<file path="src/rtl/instr_fetch_unit.sv">
// Instruction fetch unit: drives a single-outstanding-request instruction
// memory port and presents one fetched word at a time to decode. A redirect
// re-targets the PC; a request already in flight when the redirect lands is
// allowed to complete and its data is thrown away.
module instr_fetch_unit #(
    parameter logic [31:0] RESET_PC = 32'h0000_0000,
    parameter int unsigned PC_STEP  = 4
) (
    input  logic        clk,
    input  logic        rst,
    input  logic        redirect,
    input  logic [31:0] redirect_pc,
    input  logic        stall,
    output logic        imem_req,
    output logic [31:0] imem_addr,
    input  logic        imem_ack,
    input  logic [31:0] imem_rdata,
    output logic [31:0] instruction,
    output logic [31:0] p_count,
    output logic        instr_valid,
    output logic        misalign
);

    typedef enum logic [1:0] {
        IDLE = 2'd0,
        REQ  = 2'd1,
        DROP = 2'd2
    } state_t;

    localparam logic [31:0] STEP = 32'(PC_STEP);

    state_t      state_q, state_d;
    logic [31:0] pc_q, pc_d;
    logic        req_q, req_d;
    logic [31:0] addr_q, addr_d;
    logic [31:0] instr_q, instr_d;
    logic [31:0] pcnt_q, pcnt_d;
    logic        valid_q, valid_d;
    logic        misalign_q, misalign_d;

    logic        consume;

    // Decode takes the presented word whenever it is valid and not stalled.
    assign consume = valid_q & ~stall;

    // Next-state: redirect wins over everything; a new fetch is only issued
    // once the output slot is empty or being emptied this cycle, so an ack
    // in REQ always finds room for its data.
    always_comb begin
        state_d    = state_q;
        pc_d       = pc_q;
        req_d      = req_q;
        addr_d     = addr_q;
        instr_d    = instr_q;
        pcnt_d     = pcnt_q;
        valid_d    = valid_q & ~consume;
        misalign_d = redirect & (redirect_pc[1:0] != 2'b00);

        if (redirect) begin
            pc_d    = {redirect_pc[31:2], 2'b00};
            valid_d = 1'b0;
        end

        case (state_q)
            IDLE: begin
                if (!redirect && (!valid_q || consume)) begin
                    addr_d  = pc_q;
                    req_d   = 1'b1;
                    state_d = REQ;
                end
            end
            REQ: begin
                if (imem_ack) begin
                    req_d   = 1'b0;
                    state_d = IDLE;
                    if (!redirect) begin
                        instr_d = imem_rdata;
                        pcnt_d  = addr_q;
                        valid_d = 1'b1;
                        pc_d    = pc_q + STEP;
                    end
                end else if (redirect) begin
                    // The request cannot be withdrawn; wait it out in DROP.
                    state_d = DROP;
                end
            end
            DROP: begin
                if (imem_ack) begin
                    req_d   = 1'b0;
                    state_d = IDLE;
                end
            end
            default: begin
                req_d   = 1'b0;
                state_d = IDLE;
            end
        endcase
    end

    // State and registered outputs; reset abandons any request in flight.
    always_ff @(posedge clk or posedge rst) begin
        if (rst) begin
            state_q    <= IDLE;
            pc_q       <= RESET_PC;
            req_q      <= 1'b0;
            addr_q     <= 32'h0000_0000;
            instr_q    <= 32'h0000_0000;
            pcnt_q     <= 32'h0000_0000;
            valid_q    <= 1'b0;
            misalign_q <= 1'b0;
        end else begin
            state_q    <= state_d;
            pc_q       <= pc_d;
            req_q      <= req_d;
            addr_q     <= addr_d;
            instr_q    <= instr_d;
            pcnt_q     <= pcnt_d;
            valid_q    <= valid_d;
            misalign_q <= misalign_d;
        end
    end

    assign imem_req    = req_q;
    assign imem_addr   = addr_q;
    assign instruction = instr_q;
    assign p_count     = pcnt_q;
    assign instr_valid = valid_q;
    assign misalign    = misalign_q;

endmodule

</file>
<file path="config.mk">
export PLATFORM = sky130hd
export DESIGN_NAME = instr_fetch_unit
export DESIGN_NICKNAME = d
export VERILOG_FILES = /design/src/rtl/instr_fetch_unit.sv
export SDC_FILE = /design/constraint.sdc
export NUM_CORES = 1
export LEC_CHECK = 0
export BUFFER_PORTS_ARGS = -buffer_cell sky130_fd_sc_hd__clkbuf_2
export CAP_MARGIN = 20
export CORE_AREA = 8 8 128 130
export CTS_CLUSTER_SIZE = 8
export DETAILED_ROUTE_END_ITERATION = 7
export DIE_AREA = 0 0 136 138
export SLEW_MARGIN = 20
export SYNTH_ARGS = -nofsm -noshare
export SYNTH_HDL_FRONTEND = slang
export SYNTH_SLANG_ARGS = --single-unit
export TNS_END_PERCENT = 5
</file>
<file path="constraint.sdc">
create_clock -name clk -period 5.1 [get_ports clk]
set_input_delay 1.02 -clock clk [delete_from_list [all_inputs] [get_ports clk]]
set_output_delay 1.02 -clock clk [all_outputs]
set_load 0.03 [all_outputs]
</file>
# --- Word-level counts from Yosys, hierarchy flattened ---
# Index checks and enable logic that the tools add are counted.
word_totals:
  output_inout_bits: 99
  word_cells: 48
  regBits: 133
op_classes:
  muxes: 16
  addsub: 1
  n_reduce_logical: 11
  bitwise: 6
  eq_ne: 6
ops:
  columns: ["op", "count"]
  rows:
  - ["32-bit two-way mux", 4]
  - ["32-bit by 3-bit adder with 32-bit output, second input constant", 1]
  - ["2-bit two-way mux", 4]
  - ["1-bit two-way mux", 6]
  - ["2-bit one-hot mux with 3 select lines", 1]
  - ["3-bit AND reduction", 2]
  - ["2-bit inequality test, second input constant", 2]
  - ["2-bit AND reduction", 2]
  - ["1-bit bitwise AND", 3]
  - ["3-bit inequality test, second input constant", 1]
  - ["1-bit inverter", 3]
  - ["2-bit by 1-bit equality test with 1-bit output, second input constant", 1]
  - ["2-bit equality test, second input constant", 1]
  - ["1-bit zero test", 2]
  - ["2-bit zero test", 1]
  - ["2-bit by 1-bit inequality test with 1-bit output, second input constant", 1]
  - ["1-bit one-hot mux with 2 select lines", 1]
  - ["2-bit nonzero test", 1]
  - ["2-bit OR reduction", 1]
  - ["1-bit logical AND", 1]
  - ["1-bit logical OR", 1]

# --- Longest topological paths before layout ---
# Gate-level depths: netlist of run 1.
logic_depth:
  ltp_word: 8
  ltp_mapped: 8
  depth_no_buf: 6

# --- Worst setup path before layout of run 1 ---
# Ideal clock, no wire load.
synth_timing:
  kind: "input to register"
  start: "input port imem_ack"
  end: "register pc_q[31]"
  setup_slack_ns: 2.910
  cell_stages: 4
  arrival_time_ns: 2.108
  setup_time_ns: 0.082
  path_cell_list: "and4_1 nand4_1 or4_1 a31oi_1"
synth_between:
  elab_chain_len: 2
synth_lines:
  columns: ["item", "line", "rtl"]
  rows:
  - ["start: declaration", "16", "input logic imem_ack,"]
  - ["32-bit two-way mux", "73", "if (imem_ack) begin"]
  - ["32-bit two-way mux", "64", "case (state_q)"]
  - ["via pc_d[31]", "33", "logic [31:0] pc_q, pc_d;"]
  - ["end signal: assignment", "113", "pc_q <= pc_d;"]
  - ["end: declaration", "33", null]
# The timed path passes the listed nets, and every way through them passes these cells.
# A chain may end at the register's enable or synchronous reset.

# --- Worst setup path in the final report of run 1 ---
layout_timing:
  start: "input port redirect"
  end: "register instr_q[6] (netlist: instruction[6])"
layout_between:
  elab_chain_len: 2
layout_lines:
  columns: ["item", "line", "rtl"]
  rows:
  - ["start: declaration", "11", "input logic redirect,"]
  - ["1-bit inverter (no line)", null, null]
  - ["3-bit AND reduction (no line)", null, null]
  - ["end signal: assignment", "116", "instr_q <= instr_d;"]
  - ["end: declaration", "36", "logic [31:0] instr_q, instr_d;"]
# No other way between the ends.

==> results.md, run 1 <==
Synthesis:
- Synthesis produced a netlist whose cell count is 433.
- The yosys synthesis warning count is 0.
- In the synthesized netlist the async set-or-reset flop fraction comes to 100%.
- Of all cell types, the one taking the most synthesized area is sky130_fd_sc_hd__dfrtp_1.
- The mean cell area of the mapped netlist is 12.9 sq um.
- The number of distinct library cell variants in the gate-level netlist after synthesis is 28.
- The synthesized netlist occupies a cell area of 0.00557 sq mm.
- The leading cell type by number of instances after synthesis is sky130_fd_sc_hd__dfrtp_1.
- After synthesis, the most frequently instantiated cells are 133 x sky130_fd_sc_hd__dfrtp_1, 93 x sky130_fd_sc_hd__mux2_2, 29 x sky130_fd_sc_hd__nand2_1, 19 x sky130_fd_sc_hd__nor2_1.
- The proportion of netlist area held by the largest area contributor is 59.7%.
- By area the synthesized netlist is led by sky130_fd_sc_hd__dfrtp_1 60%, sky130_fd_sc_hd__mux2_2 19%, sky130_fd_sc_hd__or4_1 2.0%.
- The share of the yosys chip area belonging to registers is 59.7%.
- The synthesis-stage register bit count is 133.
- The flip-flop cell with the highest count after synthesis is sky130_fd_sc_hd__dfrtp_1.
- The number of flops mapped to enable cells by yosys is 0.
- The total nets after synthesis is 506.

STA:
- The relative slew slack is 37.1%.
- Setup repair after global routing left no endpoint under its margin.
- The worst setup skew after layout is 10.9 ps.
- The worst path needs 2620 ps of the cycle, external delays included.
- The final hold violation count came to 0.
- The final worst-path cycle share is 51.4%.
- The final setup violation count is 0.
- The final count of pins violating max slew came to 0.
- The measured slew at the worst slew-check pin is 943 ps.
- The fmax is 382 MHz.
- For the final routed database, the setup TNS stands at 0 ps.

Clocking:
- The number of hold buffers added after CTS is 0.
- TritonCTS built the clock tree.
- The clock-pin slew of the registers on the worst-case setup and hold paths is 60 ps.
- The clock passes through at most 2 buffers.
- The total clock buffers created by CTS is 17.
- At the later pin of the worst-skew pair, clock insertion delay measures 420 ps.
- The clock sink total is 133.
- In this run, post-CTS repair resized a total of 0 instances.
- The cell sitting at the root of the clock tree is a sky130_fd_sc_hd__clkbuf_16.
- The number of buffers added for setup after CTS is 0.
- CTS built an H-tree with a depth of 4.

GRT:
- Global routing used 14.9% of the available tracks across all layers.
- Entering global routing, the biggest net connects 102 pins.
- The number of global-route vias before repair came to 4,134.
- The initial antenna violation count is 0.
- Summed over all layers, the global routing overflow is 0.
- The first global-routing pass estimated 22.1 mm of wire.

Status:
- The run finished with clean final reports.

Worst setup path:
- The largest individual stage delay along the critical path comes from the cell sky130_fd_sc_hd__nand3_4.
- On the critical path the largest part of the delay comes from simple AND/OR/NAND/NOR gates.
- The critical path required time is 5390 ps.
- The count of buffering cells on the critical path with inverters included is 2.
- In this run the worst path has a maximum fanout of 64.
- The startpoint class of the critical path is an input pin.
- The category of the most critical setup path is input pin to register.
- The signal arrival time at the worst endpoint is 2910 ps.
- The delay contributed by the slowest stage of the critical path is 690 ps.
- STA classifies the critical path endpoint as a register.
- Traced cell by cell, the critical path runs through clkbuf_2 -> inv_1 -> nand3_4 -> mux2_2.

Cells and area:
- After routing the design area is 0.00727 sq mm.
- For this run, the post-layout net count is 672.
- The count of inserted antenna diode cells is 0.
- The post-route netlist has 48.5% of its cells at a drive strength greater than 1.
- The area added between synthesis and finish is 30.6%.

Placement:
- The congestion estimate from routability-driven global placement came to 0.759.
- The number of I/O port buffers is 167.
- Summed over all nets, the half-perimeter wirelength after detailed placement is 9.80 mm.
- Once placement finished, the instance area stood at 0.00657 sq mm.

Drt:
- For this run, design rule violations remaining after detail routing come to 0.
- The first TritonRoute pass finished after 4 iterations.
- After detailed routing, the average wire length per cell comes to 17.3 um.
- The detailed router finished its first iteration with 198 violations.
- Wires add up to 13.8 mm.
- The number of vias per cell after detailed routing is 5.08.
- In this run the remaining antenna-violating nets after routing total 0.
- The total via count in the routed design is 4,047.

Floorplanning:
- For this design the top-level I/O count stands at 168.
- The starting density of the core is 38.9%.
- Row generation in the floorplan step produced 44 rows.
- The chip width is 136 um.
- The die covers 0.0188 sq mm.
- The chip height is 138 um.
- The standard cell core area is 0.0143 sq mm.

Hold path:
- The path class of the tightest hold or removal check is register to register.

Power and ir drop:
- In this run the power density over the cells is 692 mW/mm^2.
- Summed over all cells, the static leakage comes to 3.39 nW.
- The maximum vdd ir drop is 0.000303 V.

Flow run:
- The number of max-cap violations is 0.
## placed cells by master (no fill, tap or decap), drive strengths merged
master	count
buf	2
or4	15
nand4	11
nand3	12
inv	9
a31oi	17
nand2	29
nor2b	3
clkinv	1
nor2	19
mux2	93
clkinvlp	4
and3	2
mux2i	2
a21oi	6
and2	1
o211ai	2
xor2	9
xnor2	1
clkbuf	187
o21ai	20
or3	4
and4	6
o31ai	13
ha	4
dfrtp	133
bufinv	7
## flip-flops by register name (all words and copies together) (netlist names)
register     flops
state_q          2
imem_addr       32
misalign         1
pc_q            32
instruction     32
instr_valid      1
p_count         32
imem_req         1
## worst reg2reg max path, stage by stage (launching register included)
cell,delay (ps)
sky130_fd_sc_hd__dfrtp_1,380
sky130_fd_sc_hd__inv_1,100
sky130_fd_sc_hd__ha_1,340
sky130_fd_sc_hd__and4_1,390
sky130_fd_sc_hd__nand4_1,360
sky130_fd_sc_hd__or4_1,570
sky130_fd_sc_hd__a31oi_1,160
## report_power, final
| part | internal, mW | switching (mW) |
|---|---|---|
| Combinational | 0.652 | 1.20 |
| Sequential | 1.46 | 0.270 |
| Clock | 0.992 | 0.452 |
| Total | 3.11 | 1.93 |
## final cells by class
class,instances,area [sq um]
Tap cell,184,230
Inverter,9,38.8
Clock inverter,12,249
Clock buffer,20,457
Multi-Input combinational cell,269,2120
Fill cell,1287,7040
Timing Repair Buffer,169,851
Sequential cell,133,3330
## metal layers
layer  share of wire (%)  up-vias  GRT usage [%]
met2                  46      142           22.6
met4                 1.3        0           5.78
li1                    -     1909              -
met5                   0        -              0
met1                  44     1980           18.7
met3                 8.6       16           5.69
## path summary, 6_finish.rpt
path | depth (start not counted) | slack, ps | to | startpoint
min reg2reg | 1 | 500 | p_count[12]$_DFFE_PP0P_ | p_count[12]$_DFFE_PP0P_
max | 4 | 2480 | instruction[6]$_DFFE_PP0P_ | redirect
min | 1 | 500 | p_count[12]$_DFFE_PP0P_ | p_count[12]$_DFFE_PP0P_
max reg2reg | 6 | 2720 | pc_q[31]$_DFF_PP0_ | state_q[1]$_DFFE_PP0P_
max in group asynchronous | 3 | 3330 | p_count[6]$_DFFE_PP0P_ | rst
min in group asynchronous | 2 | 800 | instruction[29]$_DFFE_PP0P_ | rst
## cells by family after synthesis
group | Yosys count | synth area share [%]
flip-flops | 133 | 59.7
AND/OR/NAND/NOR | 102 | 9.91
multiplexers | 95 | 19.2
AO/OA/AOI/OAI | 58 | 6.27
buffers and inverters | 31 | 2.45
XOR/XNOR | 10 | 1.57
adder cells (fa/ha/maj) | 4 | 0.899
## stage by stage
| step | setup WS (ps) | utilization, % | total power, mW | instances | hold WS [ps] |
|---|---|---|---|---|---|
| finish | 2480 | 50.8 | 5.03 | 796 | 503 |
| global route | 2320 | 50.8 | 5.30 | 796 | 514 |
| CTS | 2430 | 50.8 | 5.11 | 796 | 506 |
| detailed placement | 1980 | 45.9 | 3.65 | 764 | 493 |
| global placement | 2070 | 45.9 | 3.59 | 764 | 486 |
| floorplan | 526 | - | 3.01 | 433 | 460 |
(Power assumes the default switching activity.)
==> inputs of run 2 (changes only) <==
--- a/config.mk
+++ b/config.mk
@@ -11,6 +11,7 @@
 export CTS_CLUSTER_SIZE = 8
 export DETAILED_ROUTE_END_ITERATION = 7
 export DIE_AREA = 0 0 136 138
+export PLACE_DENSITY = 0.66
 export SLEW_MARGIN = 20
 export SYNTH_ARGS = -nofsm -noshare
 export SYNTH_HDL_FRONTEND = slang
==> constraint.sdc (replaced) <==
create_clock -name clk -period 2.14 [get_ports clk]
set_input_delay 0.428 -clock clk [delete_from_list [all_inputs] [get_ports clk]]
set_output_delay 0.428 -clock clk [all_outputs]
set_load 0.03 [all_outputs]
==> results.md, run 2 (same netlist as run 1, synthesis figures left out) <==
Drt:
- Before antenna repair, the detailed router went through 4 iterations.
- The number of DRC markers after the initial detailed-route iteration is 132.
- The detail route stage leaves a number of antenna-violating nets equal to 0.
- Using the TritonRoute via totals, the vias-per-cell ratio works out to 5.09.
- The post-detailed-route wirelength per cell is 17.1 um.
- For this block, the routed nets add up to 13.8 mm of wire.
- In the routed design, unresolved DRC markers number 0.
- The detailed router placed 4,112 vias in this run.

Clocking:
- No sink is reached through more buffers than the 2 on the longest clock path.
- TritonCTS built the clock tree.
- The H-tree depth is 4.
- The clock-pin slew of the registers on the worst-case setup and hold paths is 50 ps.
- For this design, the CTS-stage hold fixing added 0 buffers.
- The root buffer cell is sky130_fd_sc_hd__clkbuf_16.
- The clock latency on the worst-skew pair is 420 ps.
- The clock sink total is 133.
- The total clock buffers created by CTS is 17.

Worst setup path:
- The setup check on the worst reg-to-reg path leaves a slack of 150 ps.
- The cell with the largest stage delay on the worst path is sky130_fd_sc_hd__or4_1.
- The critical path required time is 2480 ps.
- The critical path endpoint category is a register.
- The signal on the critical path passes through inv_1 -> ha_1 -> and4_1 -> nand4_1 -> buf_4 -> or4_1 -> a31oi_1.
- The category of the most critical setup path is register to register.
- The worst-path maximum fanout is 7.
- The cell family contributing the most delay on the critical path is simple AND/OR/NAND/NOR gates.
- For the worst setup path, the data arrival time is 2330 ps.
- The delay contributed by the slowest stage of the critical path is 470 ps.
- The critical path contains buffers and inverters numbering 2 combined.
- The worst setup path is launched from a register.

Hold path:
- In this run the worst hold path is classified as input pin to async pin.

Status:
- The run finished with clean final reports.

Cells and area:
- In the final design database the tool counted 685 nets.
- Cells with a size suffix above 1 make up 49.2% of the layout.
- Once layout is done, the placed cells without fillers occupy 0.00726 sq mm.
- The library cells used most frequently in the layout, excluding fill and tap cells, are 167 x sky130_fd_sc_hd__clkbuf_2, 133 x sky130_fd_sc_hd__dfrtp_1, 93 x sky130_fd_sc_hd__mux2_2.
- The area added between synthesis and finish is 30.4%.
- Leaving out fill and tap cells, the most frequent cell in the layout is sky130_fd_sc_hd__clkbuf_2.
- The count of inserted antenna diode cells is 0.

Floorplanning:
- The top-level port count is 168.
- The die outline area is 0.0188 sq mm.
- The total area inside the core boundary comes to 0.0143 sq mm.
- The chip width is 136 um.
- The floorplan has 44 rows.
- Once the floorplan was initialized, standard cells occupied 38.9% of the core.
- The die is 138 um tall.

GRT:
- The number of global-route vias before repair was 4,365.
- The total global routing track utilization is 15.1%.
- Global routing finished with a remaining overflow of 0.
- The maximum number of pins on one net before global-route repair is 134.
- The initial antenna violation count is 0.
- The first global-routing pass estimated 22.5 mm of wire.

STA:
- The total negative setup slack is 0 ps.
- The final count of pins violating max slew is 0.
- The final hold violation count was 0.
- Subtracting the final worst setup slack from the clock period gives 1990 ps.
- The measured slew at the worst slew-check pin is 692 ps.
- Setup slack closes at 146 ps.
- Measured against its own limit, the worst slew margin works out to 53.9%.
- Derived from the worst setup path, the maximum achievable clock frequency is 501 MHz.
- The worst setup skew after layout is 3.91 ps.
- Of the available clock period, the critical path in the final layout requires 93.2%.
- Setup repair after global routing left no endpoint under its margin.
- Across all hold checks on the routed design, the worst slack comes to 201 ps.
- The final setup violation count is 0.

Placement:
- The final HPWL from detailed placement is 10.3 mm.
- In this run the tool buffered the top-level ports with 167 buffer cells.
- The minimum setup slack after placement is 84.0 ps.
- The post-detailed-placement cell area is 0.00670 sq mm.
- The congestion estimate from routability-driven global placement came to 0.775.

Power and ir drop:
- Summed over all cells, the static leakage comes to 3.40 nW.
- The maximum vdd ir drop is 0.000648 V.
- In this run the power density over the cells is 1570 mW/mm^2.
- The completed layout was analyzed and its total power is 11.4 mW.

Flow run:
- Max-cap violations in this run came to 0.
run 2: cell types whose count changed in the layout (fill, tap and decap cells not counted):
cell / before / now
sky130_fd_sc_hd__clkinvlp_4: 4 / 5
sky130_fd_sc_hd__bufinv_16: 7 / 2
sky130_fd_sc_hd__clkinv_4: 1 / 0
sky130_fd_sc_hd__clkinv_2: 0 / 3
sky130_fd_sc_hd__buf_4: 2 / 12
sky130_fd_sc_hd__buf_12: 0 / 3
sky130_fd_sc_hd__and4_1: 6 / 5
sky130_fd_sc_hd__inv_6: 1 / 0
sky130_fd_sc_hd__clkbuf_8: 2 / 1
sky130_fd_sc_hd__and4_2: 0 / 1
sky130_fd_sc_hd__clkbuf_1: 1 / 4
run 2: layer usage:
metal / global-route usage, % / vias to the layer above / share of wire, %
met1: 18.2 / 2015 / 42
li1: - / 1935 / -
met3: 4.20 / 17 / 7.5
met4: 6.25 / 0 / 1.7
met2: 24.7 / 145 / 49
met5: 0 / - / 0
run 2: final cells by class:
type / count / area, sq um
clock buffers: 22 / 454
inverters: 9 / 37.5
clock inverters: 9 / 105
multi-input cells: 269 / 2120
flip-flops and latches: 133 / 3330
repair buffers: 182 / 986
well taps: 184 / 230
fillers: 1266 / 7050
run 2: repair_timing:
action | in CTS | in global routing
endpoints found under the setup margin | 0 | 3
gates resized for setup | 0 | 1
buffers inserted | 0 | 1
run 2: stage by stage:
step / util (%) / instances
floorplan: - / 433
global placement: 46.8 / 776
detailed placement: 46.8 / 776
CTS: 50.7 / 807
global route: 50.7 / 808
finish: 50.7 / 808
run 2: worst reg2reg max path, cell delays in order (launching register included):
cell                      delay, ps
sky130_fd_sc_hd__dfrtp_1        390
sky130_fd_sc_hd__inv_1          110
sky130_fd_sc_hd__ha_1           200
sky130_fd_sc_hd__and4_1         310
sky130_fd_sc_hd__nand4_1        100
sky130_fd_sc_hd__buf_4          170
sky130_fd_sc_hd__or4_1          470
sky130_fd_sc_hd__a31oi_1        170
run 2: final timing paths:
kind	start	endpoint	depth (start not counted)
worst min register to register	instruction[9]$_DFFE_PP0P_	instruction[9]$_DFFE_PP0P_	1
worst max-delay path	state_q[1]$_DFFE_PP0P_	pc_q[31]$_DFF_PP0_	7
min in group clk	redirect_pc[3]	pc_q[3]$_DFF_PP0_	3
worst min-delay path	rst	instruction[4]$_DFFE_PP0P_	3
worst max register to register	state_q[1]$_DFFE_PP0P_	pc_q[31]$_DFF_PP0_	7
max in group asynchronous	rst	state_q[0]$_DFFE_PP0P_	3
run 2: where the power goes:
group / total [mW] / internal (mW) / leakage, nW / switching [mW]
clock: 2.75 / 1.73 / 0.262 / 1.02
combinational: 4.52 / 1.61 / 1.55 / 2.91
sequential: 4.12 / 3.49 / 1.59 / 0.636
total: 11.4 / 6.83 / 3.40 / 4.56
==> inputs of run 3 (changes only) <==
==> constraint.sdc (replaced) <==
create_clock -name clk -period 2.14 [get_ports clk]
set_input_delay 0.107 -clock clk [delete_from_list [all_inputs] [get_ports clk]]
set_output_delay 0.107 -clock clk [all_outputs]
set_load 0.03 [all_outputs]
==> results.md, run 3 (same netlist as run 1, synthesis figures left out) <==
Drt:
- The post-route DRC violation count is 0.
- In this run, the number of DRC markers left after iteration 0 of detailed routing was 136.
- The count of antenna-violating nets left after detailed routing is 0.
- The number of vias per cell after detailed routing is 5.07.
- The detailed-route wire length is 15.2 mm.
- The first TritonRoute pass finished after 6 iterations.
- In the final routed layout, each cell accounts on average for 17.4 um.
- The total via count in the routed design is 4,434.

Cells and area:
- The area added between synthesis and finish is 43.3%.
- Across the whole layout, storage elements account for 0.00333 sq mm.
- Counting the fill cells in the layout gives 1,201.
- The layout cell share with drive strength beyond 1 is 45.2%.
- The most common library cell in the layout ignoring fill and taps is sky130_fd_sc_hd__clkbuf_2.
- The combined area of the multi-input logic cells is 0.00214 sq mm.
- The final net count is 751.
- The summed area of non-filler cells in the final layout is 0.00798 sq mm.
- In the layout the commonest cells are 167 x sky130_fd_sc_hd__clkbuf_2, 133 x sky130_fd_sc_hd__dfrtp_1, 93 x sky130_fd_sc_hd__mux2_2.
- The count of inserted antenna diode cells is 0.

Floorplanning:
- For this configuration, the core starts out at a cell density of 38.9%.
- The chip height is 138 um.
- The floorplan step defined a die boundary enclosing 0.0188 sq mm.
- After floorplanning, the core was divided into 44 placement rows.
- In this run the horizontal extent of the chip is 136 um.
- After floorplanning, the core was sized to cover 0.0143 sq mm.
- The top-level port count is 168.

Clocking:
- The total clock buffers created by CTS is 17.
- The later pin in the worst-skew pair is clocked with a latency of 410 ps.
- Counting every sink on the clock net gives 133.
- The CTS tree is yes.
- The H-tree depth is 4.
- The root buffer cell chosen for the clock tree is sky130_fd_sc_hd__clkbuf_16.
- The longest clock path from root to sink contains 2 buffers.
- Clock-pin slew was measured on the worst setup and hold paths at 50 ps.
- The number of buffers added for setup after CTS is 0.

Worst setup path:
- The number of cells on the worst reg-to-reg path is 6.
- On the worst path, the slowest cell contributes a delay of 530 ps.
- The cell with the largest stage delay on the worst path is sky130_fd_sc_hd__or4_1.
- The critical path required time is 2460 ps.
- The startpoint class of the critical path is a register.
- The critical path goes through inv_1 -> ha_2 -> and4_4 -> nand4_1 -> or4_1 -> a31oi_1.
- The critical path endpoint category is a register.
- The worst-path maximum fanout is 7.
- The depth of the critical timing path with buffers and inverters included is 6.
- Together, buffers and inverters on the worst path number 1.
- The category of the most critical setup path is register to register.
- Data arrives at the worst endpoint at 2320 ps.
- The family with the most delay on the worst path is simple AND/OR/NAND/NOR gates.

Flow run:
- Across the run, the number of max-cap violations was 0.

Hold path:
- The worst hold path belongs to the class input pin to register.
- The worst hold path was traced through 3 stages.

Power and ir drop:
- Summed over all cells, the static leakage comes to 3.72 nW.
- The ratio of total power to cell area is 1470 mW/mm^2.
- VDD sags by at most 0.000828 V.

STA:
- At the pin with the least slew margin, the transition time is 607 ps.
- The minimum clock period is 2000 ps.
- The relative slew slack is 59.5%.
- Setup total negative slack on the finished layout was measured at 0 ps.
- Dividing the final minimum period by the clock period gives 93.5%.
- Setup violations remaining at the end of the flow were counted as 0.
- The fmax is 500 MHz.
- The final count of pins violating max slew came to 0.
- Across the routed clock network, the largest skew measured is 8.15 ps.
- Setup repair after global routing left no endpoint under its margin.
- The final hold violation count is 0.

GRT:
- The initial antenna violation count came to 0.
- Global routing consumed, over all layers together, 16.3% of the routing resources.
- Entering global routing, the biggest net connects 87 pins.
- The total overflow left after global routing is 0.
- The wire length of the first global-routing pass is 24.5 mm.
- The number of global-route vias before repair is 4,772.

Placement:
- At the end of routability-driven placement, the weighted congestion stood at 0.808.
- The post-detailed-placement cell area is 0.00670 sq mm.
- The final HPWL from detailed placement is 10.3 mm.
- The number of I/O port buffers is 167.

Status:
- The run finished with clean final reports.
## run 3: layout make-up
type                    count  share of cell area [%]
repair buffers            247                    20.5
multi-input cells         270                    26.8
clock buffers              22                    6.07
well taps                 184                    2.88
inverters                   9                   0.470
clock inverters             9                    1.57
flip-flops and latches    133                    41.7
## run 3: final timing paths
check	start	end	slack (ps)
setup / recovery	state_q[1]$_DFFE_PP0P_	pc_q[31]$_DFF_PP0_	140
hold / removal	redirect_pc[25]	pc_q[25]$_DFF_PP0_	30
setup reg to reg	state_q[1]$_DFFE_PP0P_	pc_q[31]$_DFF_PP0_	140
hold reg to reg	p_count[14]$_DFFE_PP0P_	p_count[14]$_DFFE_PP0P_	500
max in group asynchronous	rst	p_count[26]$_DFFE_PP0P_	1250
min in group asynchronous	rst	instruction[18]$_DFFE_PP0P_	390
## run 3: timing repair
action / in CTS / in global routing
setup endpoints to repair: 0 / 8
hold endpoints to repair: 195 / 1
resized for setup: 0 / 3
hold buffers: 64 / 1
## run 3: routing by layer
layer / share of wire [%] / up-vias / GRT usage (%)
li1: - / 2076 / -
met1: 40 / 2178 / 19.1
met2: 50 / 151 / 27.4
met3: 7.6 / 29 / 5.00
met4: 2.2 / 0 / 6.19
met5: 0 / - / 0
## run 3: worst reg2reg max path, delay by kind of cell, from the launching register on
family          cells  cell delay (ps)
compound gates      1              180
fa+ha+maj           1              220
buf+inv             1              100
flops               1              390
simple gates        3             1020
## run 3: metrics by stage
stage | power [mW] | std cells | worst slack [ps] | utilization (%) | hold slack, ps
3_5_place_dp | 8.76 | 777 | 57.2 | 46.8 | 279
4_1_cts | 11.9 | 872 | 37.5 | 55.6 | 1.97
2_1_floorplan | 7.18 | 433 | 227 | - | 227
3_3_place_gp | 8.63 | 777 | 207 | 46.8 | 283
5_1_grt | 12.4 | 874 | 8.07 | 55.8 | 16.1
6_report | 11.7 | 874 | 138 | 55.8 | 31.6
## run 3: power by group
group	internal [mW]	switching, mW
Sequential	3.49	0.644
Combinational	1.69	2.96
Clock	1.94	1.02
